--- src/rtl/time_display.sv ---
// time_display
// Converts the 15-bit countdown (hundredths of a second) to five BCD digits
// with a multi-cycle shift-add-3 engine, then scans them onto a multiplexed
// active-low 5-digit 7-segment display (format SSS.hh).
//
// Optional feature macro: TIME_DISPLAY_BLANK_EN (leading-zero blanking of
// digits 4 and 3). Undefined: all five digits always shown.
//
// Ports
//   clk      in   system clock, rising edge
//   reset_n  in   asynchronous active-low reset
//   time_in  in   remaining time in hundredths (0..32767)
//   seg      out  segments {g,f,e,d,c,b,a}, active-low, registered
//   dp       out  decimal point, active-low, registered
//   an       out  digit enables, one-hot-low, bit 0 = hundredths digit
//   busy     out  high while a conversion is in progress
//
// Converter FSM
//   state    | meaning
//   ST_IDLE  | waiting for time_in to differ from last captured value
//   ST_SHIFT | one add-3/shift iteration per cycle, 15 total
//   ST_DONE  | copy finished BCD into the display register
module time_display #(
   parameter int SCAN_DIV = 50000
) (
   input  logic        clk,
   input  logic        reset_n,
   input  logic [14:0] time_in,
   output logic [6:0]  seg,
   output logic        dp,
   output logic [4:0]  an,
   output logic        busy
);

   localparam int PW = (SCAN_DIV > 1) ? $clog2(SCAN_DIV) : 1;
   localparam logic [PW-1:0] PSC_TC = PW'(SCAN_DIV - 1);

   typedef enum logic [1:0] {ST_IDLE, ST_SHIFT, ST_DONE} state_t;

   state_t        state_q, state_d;
   logic [14:0]   last_val_q, last_val_d;
   logic [19:0]   digits_q, digits_d;
   logic [19:0]   bcd_q, bcd_d;
   logic [14:0]   bin_q, bin_d;
   logic [3:0]    count_q, count_d;
   logic [19:0]   bcd_adj;

   logic [PW-1:0] psc_q, psc_d;
   logic [2:0]    idx_q, idx_d;
   logic [6:0]    seg_q, seg_d;
   logic          dp_q, dp_d;
   logic [4:0]    an_q, an_d;
   logic [3:0]    nib;

   always_comb begin
      bcd_adj = bcd_q;
      for (int i = 0; i < 5; i++) begin
         if (bcd_q[4*i +: 4] >= 4'd5) begin
            bcd_adj[4*i +: 4] = bcd_q[4*i +: 4] + 4'd3;
         end
      end
   end

   always_comb begin
      state_d    = state_q;
      last_val_d = last_val_q;
      digits_d   = digits_q;
      bcd_d      = bcd_q;
      bin_d      = bin_q;
      count_d    = count_q;
      case (state_q)
         ST_IDLE: begin
            if (time_in != last_val_q) begin
               bin_d      = time_in;
               bcd_d      = '0;
               last_val_d = time_in;
               count_d    = '0;
               state_d    = ST_SHIFT;
            end
         end
         ST_SHIFT: begin
            {bcd_d, bin_d} = {bcd_adj, bin_q} << 1;
            count_d        = count_q + 4'd1;
            if (count_q == 4'd14) begin
               state_d = ST_DONE;
            end
         end
         ST_DONE: begin
            digits_d = bcd_q;
            state_d  = ST_IDLE;
         end
         default: state_d = ST_IDLE;
      endcase
   end

   assign busy = (state_q != ST_IDLE);

   always_comb begin
      psc_d = psc_q + 1'b1;
      idx_d = idx_q;
      if (psc_q == PSC_TC) begin
         psc_d = '0;
         idx_d = (idx_q == 3'd4) ? 3'd0 : idx_q + 3'd1;
      end
   end

   always_comb begin
      case (idx_q)
         3'd0:    nib = digits_q[3:0];
         3'd1:    nib = digits_q[7:4];
         3'd2:    nib = digits_q[11:8];
         3'd3:    nib = digits_q[15:12];
         default: nib = digits_q[19:16];
      endcase
      case (nib)
         4'd0:    seg_d = 7'h40;
         4'd1:    seg_d = 7'h79;
         4'd2:    seg_d = 7'h24;
         4'd3:    seg_d = 7'h30;
         4'd4:    seg_d = 7'h19;
         4'd5:    seg_d = 7'h12;
         4'd6:    seg_d = 7'h02;
         4'd7:    seg_d = 7'h78;
         4'd8:    seg_d = 7'h00;
         4'd9:    seg_d = 7'h10;
         default: seg_d = 7'h7F;
      endcase
`ifdef TIME_DISPLAY_BLANK_EN
      if ((idx_q == 3'd4) && (digits_q[19:16] == 4'd0)) seg_d = 7'h7F;
      if ((idx_q == 3'd3) && (digits_q[19:12] == 8'd0)) seg_d = 7'h7F;
`endif
      an_d = ~(5'b00001 << idx_q);
      dp_d = (idx_q != 3'd2);
   end

   always_ff @(posedge clk or negedge reset_n) begin
      if (!reset_n) begin
         state_q    <= ST_IDLE;
         last_val_q <= '0;
         digits_q   <= '0;
         bcd_q      <= '0;
         bin_q      <= '0;
         count_q    <= '0;
         psc_q      <= '0;
         idx_q      <= '0;
         seg_q      <= 7'h7F;
         dp_q       <= 1'b1;
         an_q       <= 5'h1F;
      end else begin
         state_q    <= state_d;
         last_val_q <= last_val_d;
         digits_q   <= digits_d;
         bcd_q      <= bcd_d;
         bin_q      <= bin_d;
         count_q    <= count_d;
         psc_q      <= psc_d;
         idx_q      <= idx_d;
         seg_q      <= seg_d;
         dp_q       <= dp_d;
         an_q       <= an_d;
      end
   end

   assign seg = seg_q;
   assign dp  = dp_q;
   assign an  = an_q;

endmodule
--- config.mk ---
export PLATFORM = sky130hd
export DESIGN_NAME = time_display
export DESIGN_NICKNAME = d
export VERILOG_FILES = /design/src/rtl/time_display.sv
export SDC_FILE = /design/constraint.sdc
export NUM_CORES = 1
export LEC_CHECK = 0
export CORE_UTILIZATION = 30
export DETAILED_ROUTE_END_ITERATION = 8
export PLACE_DENSITY = 0.56
export SETUP_SLACK_MARGIN = 0.05
export SLEW_MARGIN = 30
export SYNTH_ARGS = -nofsm -noshare
export SYNTH_HDL_FRONTEND = slang
export SYNTH_SLANG_ARGS = --single-unit
--- constraint.sdc ---
create_clock -name clk -period 2.8 [get_ports clk]
set_clock_uncertainty 0.2 [all_clocks]
set_input_delay 0.42 -clock clk [delete_from_list [all_inputs] [get_ports clk]]
set_output_delay 0.42 -clock clk [all_outputs]
set_load 0.01 [all_outputs]
Yosys cells after proc, flatten, opt, wreduce, memory -nomap -nowiden

Memories as Yosys holds them, arrays and structs flattened. A register that Yosys moved wholly into a read port is not among the register bits.
Index checks and enable logic that the tools add are counted.
Widths: inputs -> output; s select.

Register bits: 101
Bits in read-only memories: 112
Input bits: 17
Output and inout port bits: 14
Word-level logic and storage cells: 63
Memories: 1

Memories:

| memory           | depth | width | read ports | clocked after Yosys merged registers in | write ports | RTL line | source |
|---|---|---|---|---|---|---|---|
| (name not given) | 16    | 7     | 1          | 1                                       | 0           | 115      | `case (nib)` |

Add/sub/neg operators: 8
Order comparisons: 5
Equality and inequality tests: 12
Shift-type cells: 1
Muxes and demuxes: 17
Bitwise operators: 1
Reductions and logical operators: 8

Operators with widths:

| cell                  | number |
|---|---|
| $pmux 20 s2           | 1 |
| $pmux 15 s2           | 1 |
| $ge 4x3->1 const B    | 5 |
| $mux 20               | 1 |
| $mux 4                | 5 |
| $add 16x1->16 const B | 1 |
| $add 4x2->4 const B   | 4 |
| $eq 16x16->1 const B  | 1 |
| $mux 16               | 1 |
| $pmux 4 s4            | 1 |
| $mux 15               | 1 |
| $ne 15x15->1          | 1 |
| $pmux 4 s2            | 1 |
| $eq 3x2->1 const B    | 2 |
| $mux 3                | 2 |
| $reduce_and 2->1      | 3 |
| $not 5->5             | 1 |
| $shl 1x3->5 const A   | 1 |
| $add 4x1->4 const B   | 1 |
| $eq 4x4->1 const B    | 1 |
| $mux 2                | 2 |
| $ne 2x2->1 const B    | 2 |
| $pmux 2 s2            | 1 |
| $reduce_bool 2->1     | 2 |
| 10 further kinds      | 10 |

Depth between registers and ports, before layout

Gate-level depths: netlist of run 1.

Word-level depth: 3
Gate-level depth with buffers: 10
Depth with buffers taken out: 9

Worst setup path after synthesis of run 1

No wires, ideal clock.

Path type: reg-to-reg
From: reg idx_q[0]
To: reg seg_q[3] (netlist: seg[3])
Library setup time: 83 ps
Arrival time: 2068 ps
Data required time: 2517 ps
Path slack: 448 ps
Stages on the path, launching flop included: 9
Path buffers: 1
Clock period less this slack: 2352 ps
Cell sequence: dfrtp_1 > inv_1 > ha_1 > buf_6 > nor3_2 > o21ai_4 > mux2_4 > ha_1 > a221o_1

Word-level cells in the longest chain between the ends: 2
Elaborated cells on any way between the ends: 5
Classes of those cells: 3 x eq/ne; 1 x mux; 1 x reduce/logical

Ends and longest elaborated chain:

| what                                     | RTL line | source |
|---|---|---|
| start: declaration                       | 49       | `logic [2:0] idx_q, idx_d;` |
| start signal: assignment                 | 157      | `idx_q <= idx_d;` |
| $eq 3x2->1, or another cell as far along | 108      | `case (idx_q)` |
| $pmux 4 s4 *                             | 108      |  |
| end: declaration                         | 50       | `logic [6:0] seg_q, seg_d;` |

Mark *: on every way between the ends. The rest lies on a longest branch, timed or not.
A chain may end at the register's enable or synchronous reset.

Worst setup path in the final report of run 1

Ends and elaborated chain as after synthesis.

==> flow_metrics.env, run 1 <==
export IMPL_initial_core_util=0.310
export IMPL_layout_min_cycle_time_ns=2.59
export IMPL_vias=3417
export IMPL_wl_per_cell_um=13.7
export IMPL_endpoint_kind="flip-flop"
export IMPL_drt_iter0_drc=169
export IMPL_slowest_delay_ns=0.42
export IMPL_root_buffer="clkbuf_16"
export IMPL_nets=524
export IMPL_hold_class="flip-flop to flip-flop"
export IMPL_fin_crit_sh=0.925
export IMPL_die_w_um=133
export IMPL_synthCells=450
export IMPL_path_class="flip-flop to flip-flop"
export IMPL_syn_avg_cell_area_um2=11.5
export IMPL_antenna_found_initial=0
export IMPL_status="finished clean"
export IMPL_ys_ff_latch=107
export IMPL_dp_hpwl_mm=6.89
export IMPL_cap_violations=0
export IMPL_cts_sinks=107
export IMPL_switching_power_mw=2.09
export IMPL_clkTransAtPathRegs_ns=0.06
export IMPL_cts_resized=0
export IMPL_p_leak_nw=2.68
export IMPL_hold_violations=0
export IMPL_yosysSeqAreaShare=0.521
export IMPL_syn_to_final_growth_pct=17.2
export IMPL_intPower_mw=4.01
export IMPL_path_max_fanout=9
export IMPL_n_antenna_cell=0
export IMPL_synth_area_top_cells="dfrtp_1, dfstp_2, ha_1"
export IMPL_grt_start_max_net_pins=50
export IMPL_overflow=0
export IMPL_setup_tns_ns=0
export IMPL_grt_total_usage=0.120
export IMPL_relSlewSlack=0.639
export IMPL_syn_nets=488
export IMPL_totalWireLength_mm=9.75
export IMPL_die_area_mm2=0.0178
export IMPL_crit_required_ns=2.87
export IMPL_cts_hold_buf=1
export IMPL_gp_congestion=0.724
export IMPL_crit_chain="inv_1 -> ha_1 -> nor3_2 -> o21ai_4 -> mux2_4 -> ha_1 -> a221o_1"
export IMPL_grt_pass1_wl_mm=17.2
export IMPL_synth_edff_count=0
export IMPL_ant_nets=0
export IMPL_numCtsBuffers=9
export IMPL_first_pass_iters=4
export IMPL_htreeDepth=3
export IMPL_power_density_mw_per_mm2=1010
export IMPL_seqPwrFrac=0.415
export IMPL_io_buffers=30
export IMPL_grt_pass1_vias=3529
export IMPL_postCtsSetupBuffers=0
export IMPL_yosys_warnings=0
export IMPL_synth_distinct_cells=52
export IMPL_synth_main_ff_cell="dfrtp_1"
export IMPL_async_reset_ff_frac=1.00
export IMPL_fmax_ghz=0.386
export IMPL_worstPathArrival_ns=2.66
export IMPL_drc=0
export IMPL_ir_drop_mv=0.558
export IMPL_slew_viol_final=0
export IMPL_netlist_area_leader_share=0.460
export IMPL_pin_count=31
export IMPL_worst_pin_slew_ns=0.540
export IMPL_clk_insertion_delay_late_ns=0.34
export IMPL_mostFrequentLayoutCells="dfrtp_1, nand2_1, clkdlybuf4s50_1"
export IMPL_finalSetupViolations=0
export IMPL_cts_max_path_buffers=2
export IMPL_cpMostUsedCell="ha_1"
export IMPL_final_common_cell="dfrtp_1"
export IMPL_crit_slowest_cell="dfrtp_1"
export IMPL_cts_tree="done"
export IMPL_rsz0062_at_grt="false"
export IMPL_swShare=0.342
export IMPL_vias_per_cell=4.81
export IMPL_synthesis_area_mm2=0.00517
export IMPL_coreArea_mm2=0.0167
export IMPL_startpoint_type="flip-flop"
export IMPL_die_h_um=133
export IMPL_layout_drive_gt1_share=0.155
export IMPL_p_comb_frac=0.386
export IMPL_synth_largest_area_cell="dfrtp_1"
export IMPL_timing_hold_ws_ns=0.284
export IMPL_clockPowerShare=0.199
export IMPL_num_rows=47
[critical path: cells and delay by family, from the launching register on]
family,cells,cell delay (ns)
fa+ha+maj,2,0.69
compound gates,2,0.60
flops,1,0.42
mux,1,0.39
simple gates,1,0.11
buf+inv,1,0.10
[layer usage]
layer	track usage	routed length (µm)	vias to the layer above
met2	0.188	4540	53
met3	0.0285	275	8
met4	0.0404	67	0
met1	0.163	4870	1699
li1	-	-	1657
met5	0	0	-
[flip-flops by register name, indices dropped and copies added, names as in the netlist]
signal,cells
last_val_q,15
state_q,2
psc_q,16
bin_q,15
idx_q,3
an,5
seg,7
bcd_q,20
digits_q,20
count_q,4
[power groups by stage]
stage                     logic [mW]  registers (mW)  clock network, mW
after floorplan                 1.79            2.46                  0
after detailed placement        2.38            2.56                  0
final                           2.35            2.53               1.21
after global routing            2.65            2.61               1.33
after global placement          2.29            2.54                  0
after CTS                       2.38            2.54               1.26
[layout make-up]
type / instances / area [µm²]
inverters: 19 / 73.8
clock buffers: 12 / 267
clock inverters: 4 / 23.8
fillers: 1684 / 10600
well taps: 220 / 275
multi-input cells: 305 / 2300
flip-flops and latches: 107 / 2690
repair buffers: 44 / 430
[final timing paths]
path	slack [ns]	cells past startpoint	startpoint	to
max	0.21	7	idx_q[0]	seg[3]
min	0.28	2	digits_q[17]	digits_q[17]
max reg2reg	0.21	7	idx_q[0]	seg[3]
min reg2reg	0.28	2	digits_q[17]	digits_q[17]
max in group asynchronous	1.29	3	reset_n	an[4]
min in group asynchronous	0.37	2	reset_n	bcd_q[16]
[synthesized netlist by cell type (5+ instances only)]
library cell and instances:
and2_1 15, o21ai_0 18, dfstp_2 12, a221o_1 16
nand3_1 9, mux2_1 10, nor4b_1 6, xnor2_1 24
nand2b_1 6, a211o_1 5, dfrtp_1 95, mux2_2 19
inv_1 18, nand2_1 40, and3_1 9, nor2_1 21
ha_1 21, a21oi_1 15, xor2_1 15, o22ai_1 13
clkbuf_1 9, nor3_1 6
[cells by family after synthesis]
group           share of synthesized area
mux                                0.0796
xor+xnor                           0.0661
fa+ha+maj                          0.0508
simple gates                        0.127
compound gates                      0.120
flops                               0.521
buf+inv                            0.0358
[stage by stage]
stage	power [mW]	cell area (µm²)	setup WS, ns	util	instances
2_1_floorplan	4.25	5170	0.448	-	450
3_3_place_gp	4.83	5760	0.196	0.345	694
3_5_place_dp	4.93	5760	0.130	0.345	694
4_1_cts	6.18	6060	0.204	0.363	711
5_1_grt	6.58	6060	0.0723	0.363	711
6_report	6.10	6060	0.209	0.363	711
(Power assumes the default switching activity.)
==> run 2, diff against run 1 <==
--- a/config.mk
+++ b/config.mk
@@ -8,2 +8,3 @@
 export CORE_UTILIZATION = 30
+export CTS_CLUSTER_DIAMETER = 50
 export DETAILED_ROUTE_END_ITERATION = 8
==> constraint.sdc (replaced) <==
create_clock -name clk -period 2.8 [get_ports clk]
set_clock_uncertainty 0.2 [all_clocks]
set_input_delay 0.28 -clock clk [delete_from_list [all_inputs] [get_ports clk]]
set_output_delay 0.28 -clock clk [all_outputs]
set_load 0.01 [all_outputs]
==> run 2 against run 1 <==
  * Non-clock buffer count decreased by 3
  * Sequential power about the same
  * Setup slack improved by 0.052 ns
  * Hold slack lost 0.053 ns
  * Clock-buffer cell count is the same
  * Final cell count fell by 0.56%
  * Clock power decreased by 4%
  * Die area stayed put
  * Via count shrank 1.5%
  * First-iteration DRC count decreased by 16%
  * Critical endpoint unchanged
  * Largest cell class unchanged
==> flow_metrics.env, run 2 (same netlist as run 1, synthesis figures left out) <==
export IMPL_endpoint_kind="flip-flop"
export IMPL_ff2ff_path_depth=7
export IMPL_io_buffers=30
export IMPL_power_density_mw_per_mm2=1000
export IMPL_path_max_fanout=9
export IMPL_totalWireLength_mm=9.54
export IMPL_nets=521
export IMPL_r2r_start="idx_q[0]"
export IMPL_grt_busiest_layer="met2"
export IMPL_n_antenna_cell=0
export IMPL_die_area_mm2=0.0178
export IMPL_coreArea_mm2=0.0167
export IMPL_cts_sinks=107
export IMPL_clk_insertion_delay_late_ns=0.35
export IMPL_worstPathArrival_ns=2.61
export IMPL_met3_usage=0.0377
export IMPL_slowest_delay_ns=0.43
export IMPL_timing_rr_end="seg[3]"
export IMPL_hold_class="input port to async pin"
export IMPL_crit_family="adder cells"
export IMPL_r2r_slack_ns=0.26
export IMPL_finalPower_mw=6.03
export IMPL_drc=0
export IMPL_largestRegisters="bcd_q: 20 flops, digits_q: 20 flops, psc_q: 16 flops"
export IMPL_postCtsSetupBuffers=0
export IMPL_antenna_found_initial=0
export IMPL_crit_required_ns=2.87
export IMPL_die_w_um=133
export IMPL_mostFrequentLayoutCells="dfrtp_1, nand2_1, clkdlybuf4s50_1"
export IMPL_grt_util_met1=0.152
export IMPL_relSlewSlack=0.655
export IMPL_globalRouteMet2Util=0.183
export IMPL_cts_tree="done"
export IMPL_p_leak_nw=2.65
export IMPL_syn_to_final_growth_pct=16.2
export IMPL_die_h_um=133
export IMPL_layout_min_cycle_time_ns=2.54
export IMPL_timing_hold_ws_ns=0.231
export IMPL_multiInputGateArea_mm2=0.00230
export IMPL_grt_start_max_net_pins=73
export IMPL_layout_drive_gt1_share=0.144
export IMPL_cpMostUsedCell="ha_1"
export IMPL_drt_iter0_drc=142
export IMPL_setup_ws_ns=0.261
export IMPL_dp_hpwl_mm=6.71
export IMPL_slew_viol_final=0
export IMPL_grt_pass1_wl_mm=16.5
export IMPL_num_rows=47
export IMPL_dp_slack_ns=0.265
export IMPL_rsz0062_at_grt="false"
export IMPL_path_buf_inv=1
export IMPL_vias_per_cell=4.76
export IMPL_crit_chain="inv_1 -> ha_1 -> nor3_2 -> o21ai_4 -> mux2_4 -> ha_1 -> a221o_1"
export IMPL_fin_crit_sh=0.907
export IMPL_wl_per_cell_um=13.5
export IMPL_final_common_cell="dfrtp_1"
export IMPL_grt_total_usage=0.116
export IMPL_worst_pin_slew_ns=0.516
export IMPL_hold_violations=0
export IMPL_nFillCells=1666
export IMPL_ff_latch_area_mm2=0.00269
export IMPL_path_class="flip-flop to flip-flop"
export IMPL_vias=3365
export IMPL_finalSetupViolations=0
export IMPL_status="finished clean"
export IMPL_htreeDepth=3
export IMPL_gp_congestion=0.793
export IMPL_crit_cells=7
export IMPL_ant_nets=0
export IMPL_first_pass_iters=4
export IMPL_grt_pass1_vias=3354
export IMPL_root_buffer="clkbuf_16"
export IMPL_cap_violations=0
export IMPL_numCtsBuffers=9
export IMPL_overflow=0
export IMPL_setup_tns_ns=0
export IMPL_cts_resized=0
export IMPL_fmax_ghz=0.394
export IMPL_clkTransAtPathRegs_ns=0.07
export IMPL_cts_max_path_buffers=2
export IMPL_pin_count=31
export IMPL_initial_core_util=0.310
export IMPL_ir_drop_mv=0.426
export IMPL_crit_slowest_cell="dfrtp_1"
export IMPL_startpoint_type="flip-flop"
## run 2: power by group
part | internal, mW | leakage, nW | switching (mW)
clock network | 0.619 | 0.132 | 0.542
registers | 2.14 | 1.33 | 0.391
logic | 1.18 | 1.19 | 1.15
total | 3.94 | 2.65 | 2.09
## run 2: routing by layer
metal  wire length (µm)  share of wire
met5                  0              0
met4                 91         0.0095
met3                396          0.042
met2               4310           0.45
met1               4750           0.50
## run 2: what timing repair did
item                                    in CTS  in global routing
hold buffers                                 1                  0
endpoints found under the hold margin       27                  0
endpoints found under the setup margin       0                  0
## run 2: worst reg2reg max path: stages (launching register included)
cell and delay (ns):
dfrtp_1 0.43, inv_1 0.11, ha_1 0.34, nor3_2 0.11, o21ai_4 0.27, mux2_4 0.38
ha_1 0.31, a221o_1 0.32
## run 2: layout make-up
cell class | instances | share of cell area
clock inverter | 3 | 0.00250
multi-input combinational | 305 | 0.382
inverter | 19 | 0.0123
tap | 220 | 0.0458
clock buffer | 12 | 0.0410
timing repair buffer | 41 | 0.0679
sequential | 107 | 0.448
## run 2: worst max path at each step
stage / slack, ns / endpoint / start
after floorplan: 0.45 / seg[3] / idx_q[0]
after global placement: 0.33 / seg[3] / idx_q[0]
after detailed placement: 0.27 / seg[3] / idx_q[0]
after CTS: 0.26 / seg[3] / idx_q[0]
after global routing: 0.16 / seg[3] / idx_q[0]
final: 0.26 / seg[3] / idx_q[0]
## run 2: metrics by stage
stage	area, µm²	utilization	cells
after floorplan	5170	-	450
after global placement	5730	0.343	691
after detailed placement	5730	0.343	691
after CTS	6000	0.360	707
after global routing	6010	0.360	707
final	6010	0.360	707
==> run 3, diff against run 2 <==
Settings changed: ABC_AREA set to 1.
==> run 3 against run 2 <==
  * Register-to-register slack gained 0.24 ns
  * Area after synthesis is 7.2% higher
  * Design area grew 5.7%
  * Non-clock buffer count decreased by 3
  * Routed wire length is 11% higher
  * Sequential power about the same
  * Global-route usage grew 0.75 points
  * Utilization down 0.73 points
  * Power shrank 1.9%
  * Fmax up 11%
  * Largest cell class unchanged
  * Highest routed layer unchanged
==> flow_metrics.env, run 3 <==
export IMPL_n_antenna_cell=0
export IMPL_numCtsBuffers=9
export IMPL_first_pass_iters=4
export IMPL_crit_slowest_cell="dfrtp_1"
export IMPL_path_class="flip-flop to flip-flop"
export IMPL_cap_violations=0
export IMPL_overflow=0
export IMPL_cpMostUsedCell="nand2_1"
export IMPL_slew_viol_final=0
export IMPL_rsz0062_at_grt="false"
export IMPL_ff_latch_area_mm2=0.00269
export IMPL_timing_rr_end="seg[3]"
export IMPL_initial_core_util=0.308
export IMPL_pin_count=31
export IMPL_path_max_fanout=7
export IMPL_status="finished clean"
export IMPL_mostFrequentLayoutCells="nand2_1, dfrtp_1, inv_1"
export IMPL_hold_violations=0
export IMPL_fin_crit_sh=0.820
export IMPL_worst_pin_slew_ns=0.631
export IMPL_finalSetupViolations=0
export IMPL_ys_ff_latch=107
export IMPL_finalInstanceArea_mm2=0.00635
export IMPL_coreArea_mm2=0.0180
export IMPL_synth_largest_area_cell="dfrtp_1"
export IMPL_ir_drop_mv=0.390
export IMPL_finish_utilization=0.352
export IMPL_p_leak_nw=3.24
export IMPL_ys_top_cells_by_count="nand2_1, dfrtp_1, inv_1"
export IMPL_grt_start_max_net_pins=52
export IMPL_netlist_area_leader_share=0.429
export IMPL_antenna_found_initial=0
export IMPL_vias_per_cell=4.46
export IMPL_cts_sinks=107
export IMPL_synth_main_ff_cell="dfrtp_1"
export IMPL_grt_pass1_wl_mm=18.6
export IMPL_die_area_mm2=0.0190
export IMPL_worstPathArrival_ns=2.39
export IMPL_syn_avg_cell_area_um2=7.87
export IMPL_die_w_um=138
export IMPL_ant_nets=0
export IMPL_largestRegisters="bcd_q: 20 flops, digits_q: 20 flops, psc_q: 16 flops"
export IMPL_cts_hold_buf=1
export IMPL_r2r_start="idx_q[0]"
export IMPL_gp_congestion=0.747
export IMPL_async_reset_ff_frac=1.00
export IMPL_io_buffers=30
export IMPL_layout_drive_gt1_share=0.0816
export IMPL_placed_area_mm2=0.00606
export IMPL_finalPower_mw=5.91
export IMPL_synth_distinct_cells=33
export IMPL_grt_pass1_vias=4026
export IMPL_htreeDepth=3
export IMPL_cts_resized=0
export IMPL_synthesis_area_mm2=0.00554
export IMPL_clkTransAtPathRegs_ns=0.07
export IMPL_die_h_um=138
export IMPL_startpoint_type="flip-flop"
export IMPL_wl_per_cell_um=11.0
export IMPL_yosysMostFrequentCell="nand2_1"
export IMPL_syn_to_final_growth_pct=14.6
export IMPL_postCtsSetupBuffers=0
export IMPL_relSlewSlack=0.579
export IMPL_endpoint_kind="flip-flop"
export IMPL_final_common_cell="nand2_1"
export IMPL_grt_total_usage=0.124
export IMPL_ff2ff_path_depth=11
export IMPL_layout_min_cycle_time_ns=2.30
export IMPL_clk_insertion_delay_late_ns=0.35
export IMPL_fmax_ghz=0.435
export IMPL_hold_class="input port to async pin"
export IMPL_cts_max_path_buffers=2
export IMPL_power_density_mw_per_mm2=931
export IMPL_dp_hpwl_mm=7.18
export IMPL_nFillCells=1888
export IMPL_cts_tree="done"
export IMPL_instances_no_fill=964
export IMPL_crit_chain="inv_1 -> ha_1 -> o21ai_1 -> nand3_1 -> nand2_1 -> inv_1 -> ha_1 -> nand2_1 -> nand2_1 -> nand2_1 -> nand2_1"
export IMPL_crit_required_ns=2.89
export IMPL_r2r_slack_ns=0.50
export IMPL_root_buffer="clkbuf_16"
export IMPL_num_rows=49
export IMPL_drc=0
export IMPL_yosysSeqAreaShare=0.486
export IMPL_setup_tns_ns=0
export IMPL_yosys_warnings=0
export IMPL_multiInputGateArea_mm2=0.00238
export IMPL_dp_cells=947
export IMPL_synthCells=704
export IMPL_drt_iter0_drc=219
export IMPL_slowest_delay_ns=0.43
export IMPL_nets=768
export IMPL_totalWireLength_mm=10.6
export IMPL_syn_nets=742
export IMPL_vias=4298
export IMPL_synth_area_top_cells="dfrtp_1, nand2_1, o21ai_0"
export IMPL_synth_edff_count=0
## run 3: cell type report
class                   instances  share of cell area
clock inverters                 6             0.00630
inverters                      90              0.0532
well taps                     229              0.0451
repair buffers                 38              0.0587
multi-input cells             484               0.375
flip-flops and latches        107               0.424
clock buffers                  10              0.0376
## run 3: logic make-up after synthesis
family / share of synthesized area
AOI/OAI and AO/OA: 0.0928
buffers and inverters: 0.0847
and+or+nand+nor: 0.274
DFF: 0.486
adders and majority gates: 0.0474
xor gates and xnor gates: 0.0158
## run 3: per-stage QoR
step / hold WS, ns / worst slack [ns]
after detailed placement: -0.0734 / 0.403
after floorplan: -0.216 / 0.749
final: 0.0953 / 0.503
after CTS: 0.0855 / 0.475
after global routing: 0.113 / 0.240
after global placement: -0.0734 / 0.428
## run 3: per-layer routing
layer	vias up	track usage	wire length (µm)
met3	11	0.0329	346
met4	0	0.0417	140
met1	1948	0.157	5350
met2	47	0.204	4760
li1	2292	-	-
met5	-	0	0
## run 3: worst max path at each step
stage	from	endpoint	slack [ns]	cells after the start
3_5_place_dp	time_in[0]	last_val_q[12]	0.40	11
4_1_cts	idx_q[0]	seg[3]	0.48	11
6_report	idx_q[0]	seg[3]	0.50	11
5_1_grt	idx_q[0]	seg[3]	0.24	11
3_3_place_gp	time_in[0]	bin_q[9]	0.43	12
2_1_floorplan	idx_q[0]	seg[3]	0.75	11
## run 3: power by group
part / switching, mW / internal [mW]
Combinational: 1.33 / 0.867
Sequential: 0.389 / 2.13
Clock: 0.576 / 0.628
## run 3: critical path, delay by kind of cell (launching register included)
kind	cells	cell delay [ns]
compound gates	1	0.33
simple gates	6	0.49
flops	1	0.43
buf+inv	2	0.17
fa+ha+maj	2	0.60
==> patch (config.mk and constraints of run 2) <==
Take the reset off `last_val_q` and load it in a clocked block of its own.
--- a/src/rtl/time_display.sv
+++ b/src/rtl/time_display.sv
@@ -136,7 +136,6 @@
    always_ff @(posedge clk or negedge reset_n) begin
       if (!reset_n) begin
          state_q    <= ST_IDLE;
-         last_val_q <= '0;
          digits_q   <= '0;
          bcd_q      <= '0;
          bin_q      <= '0;
@@ -148,7 +147,6 @@
          an_q       <= 5'h1F;
       end else begin
          state_q    <= state_d;
-         last_val_q <= last_val_d;
          digits_q   <= digits_d;
          bcd_q      <= bcd_d;
          bin_q      <= bin_d;
@@ -161,6 +159,10 @@
       end
    end
 
+   always_ff @(posedge clk) begin
+      last_val_q <= last_val_d;
+   end
+
    assign seg = seg_q;
    assign dp  = dp_q;
    assign an  = an_q;
Behaviour: not the same (Yosys sat finds a counterexample within 4 cycles, from zero or initial values and one cycle with reset_n low).
==> patch against run 2 <==
Design area barely moved; worst setup slack improved by 0.064 ns; area after synthesis fell by 1.4%; total power fell by 7.2%; first-iteration DRC count rose by 23%; sequential cell count did not move; wire length fell by 2.2%; clock power rose by 19%; combinational power fell by 24%; critical path type unchanged; sequential share of layout area rose by 1.3 points.
==> patch: results (changes against run 2) <==
ys_types: 44  # -15%
wl_per_cell_um: 13.0  # -3.7%
hold_class: "reg2reg"
peakVddDrop_mv: 0.303  # -29%
vias_per_cell: 4.56  # -4.2%
synth_fp_nets: 495  # +1.4%
ys_async_sr_fraction_pct: 86.0  # -14 points
grt_pass1_wl_um: 15800  # -4.1%
worst_pin_slew_ns: 0.871  # +0.355 ns
synthTopCellsByArea: "dfrtp_1 (39%), edfxtp_1 (8.8%), dfstp_2 (6.2%), nand2_1 (5.3%), mux2_2 (5.3%)"
hpwlAfterDp_um: 6460  # -3.7%
grt_max_degree: 54  # -26%
grt_pass1_vias: 3274  # -2.4%
r2r_slack_ns: 0.33  # +0.06 ns
synth_common_cells: "dfrtp_1 (80), nand2_1 (72), xor2_1 (25)"
yosysSeqAreaShare_pct: 54.3  # +2.2 points
rr_endpoint: "seg[6]$_DFF_PN1_"
synth_mux_area_share_pct: 6.97  # -0.99 points
synth_fa_ha_area_share_pct: 5.15  # +0.074 points
clock_path_buffers: 2  # unchanged
synth_xor_area_share_pct: 6.01  # -0.59 points
status: "completed"
cpMaxStageDelayCell: "mux2i_1"
synth_compound_area_share_pct: 10.5  # -1.5 points
leakage_uw: 0.00265  # +0.14%
rr_worst_depth: 9  # +2
drive_above_1_share_pct: 13.9  # -0.52 points
## patch: cell count changes after synthesis, sizes merged, moves of 6 or more
cell     before  now
xor2         15   25
nand2        40   72
nor2         22   16
o2bb2ai       0   10
and2         15    0
o21ai        19   25
and3          9    1
a221o        16    0
dfrtp        95   80
a22o          2   12
o22ai        13    0
nor3b         1    9
edfxtp        0   15
xnor2        24   10
## patch: cell families after synthesis
family          Yosys count
buf+inv                  41
xor+xnor                 35
flops                   107
simple gates            142
compound gates           79
fa+ha+maj                21
mux                      32
## patch: power breakdown
group          internal (uW)  total (uW)  switching [uW]  leakage [uW]
Sequential              2080        2430             346       0.00128
Clock                    795        1380             583      0.000149
Combinational            902        1790             884       0.00122
Total                   3780        5590            1810       0.00265
## patch: critical path, delay by kind of cell (launching register included)
kind            cells  cell delay [ns]
mux                 2             0.58
fa+ha+maj           2             0.55
flops               1             0.40
compound gates      2             0.37
buf+inv             2             0.21
simple gates        1             0.09
## patch: metrics by stage
stage	worst slack (ns)	instance area (um2)	hold WS [ns]	std cells	utilization, %
3_3_place_gp	0.217	5670	0.164	701	34.2
2_1_floorplan	0.501	5100	-0.216	457	-
4_1_cts	0.308	6000	0.287	718	36.2
3_5_place_dp	0.184	5670	0.165	701	34.2
6_report	0.325	6000	0.289	718	36.2
5_1_grt	0.111	6000	0.313	718	36.2
## patch: cell type report
class	count	share of cell area [%]
Sequential cell	107	46.1
Multi-Input combinational cell	309	35.5
Timing Repair Buffer	42	6.92
Tap cell	220	4.59
Clock buffer	10	3.88
Inverter	24	1.50
Clock inverter	6	1.48
## patch: routing by layer
layer,part of all wire [%],global-route usage [%]
met5,0,0
met3,1.9,2.58
met1,49,15.1
met2,48,18.0
met4,1.5,4.21
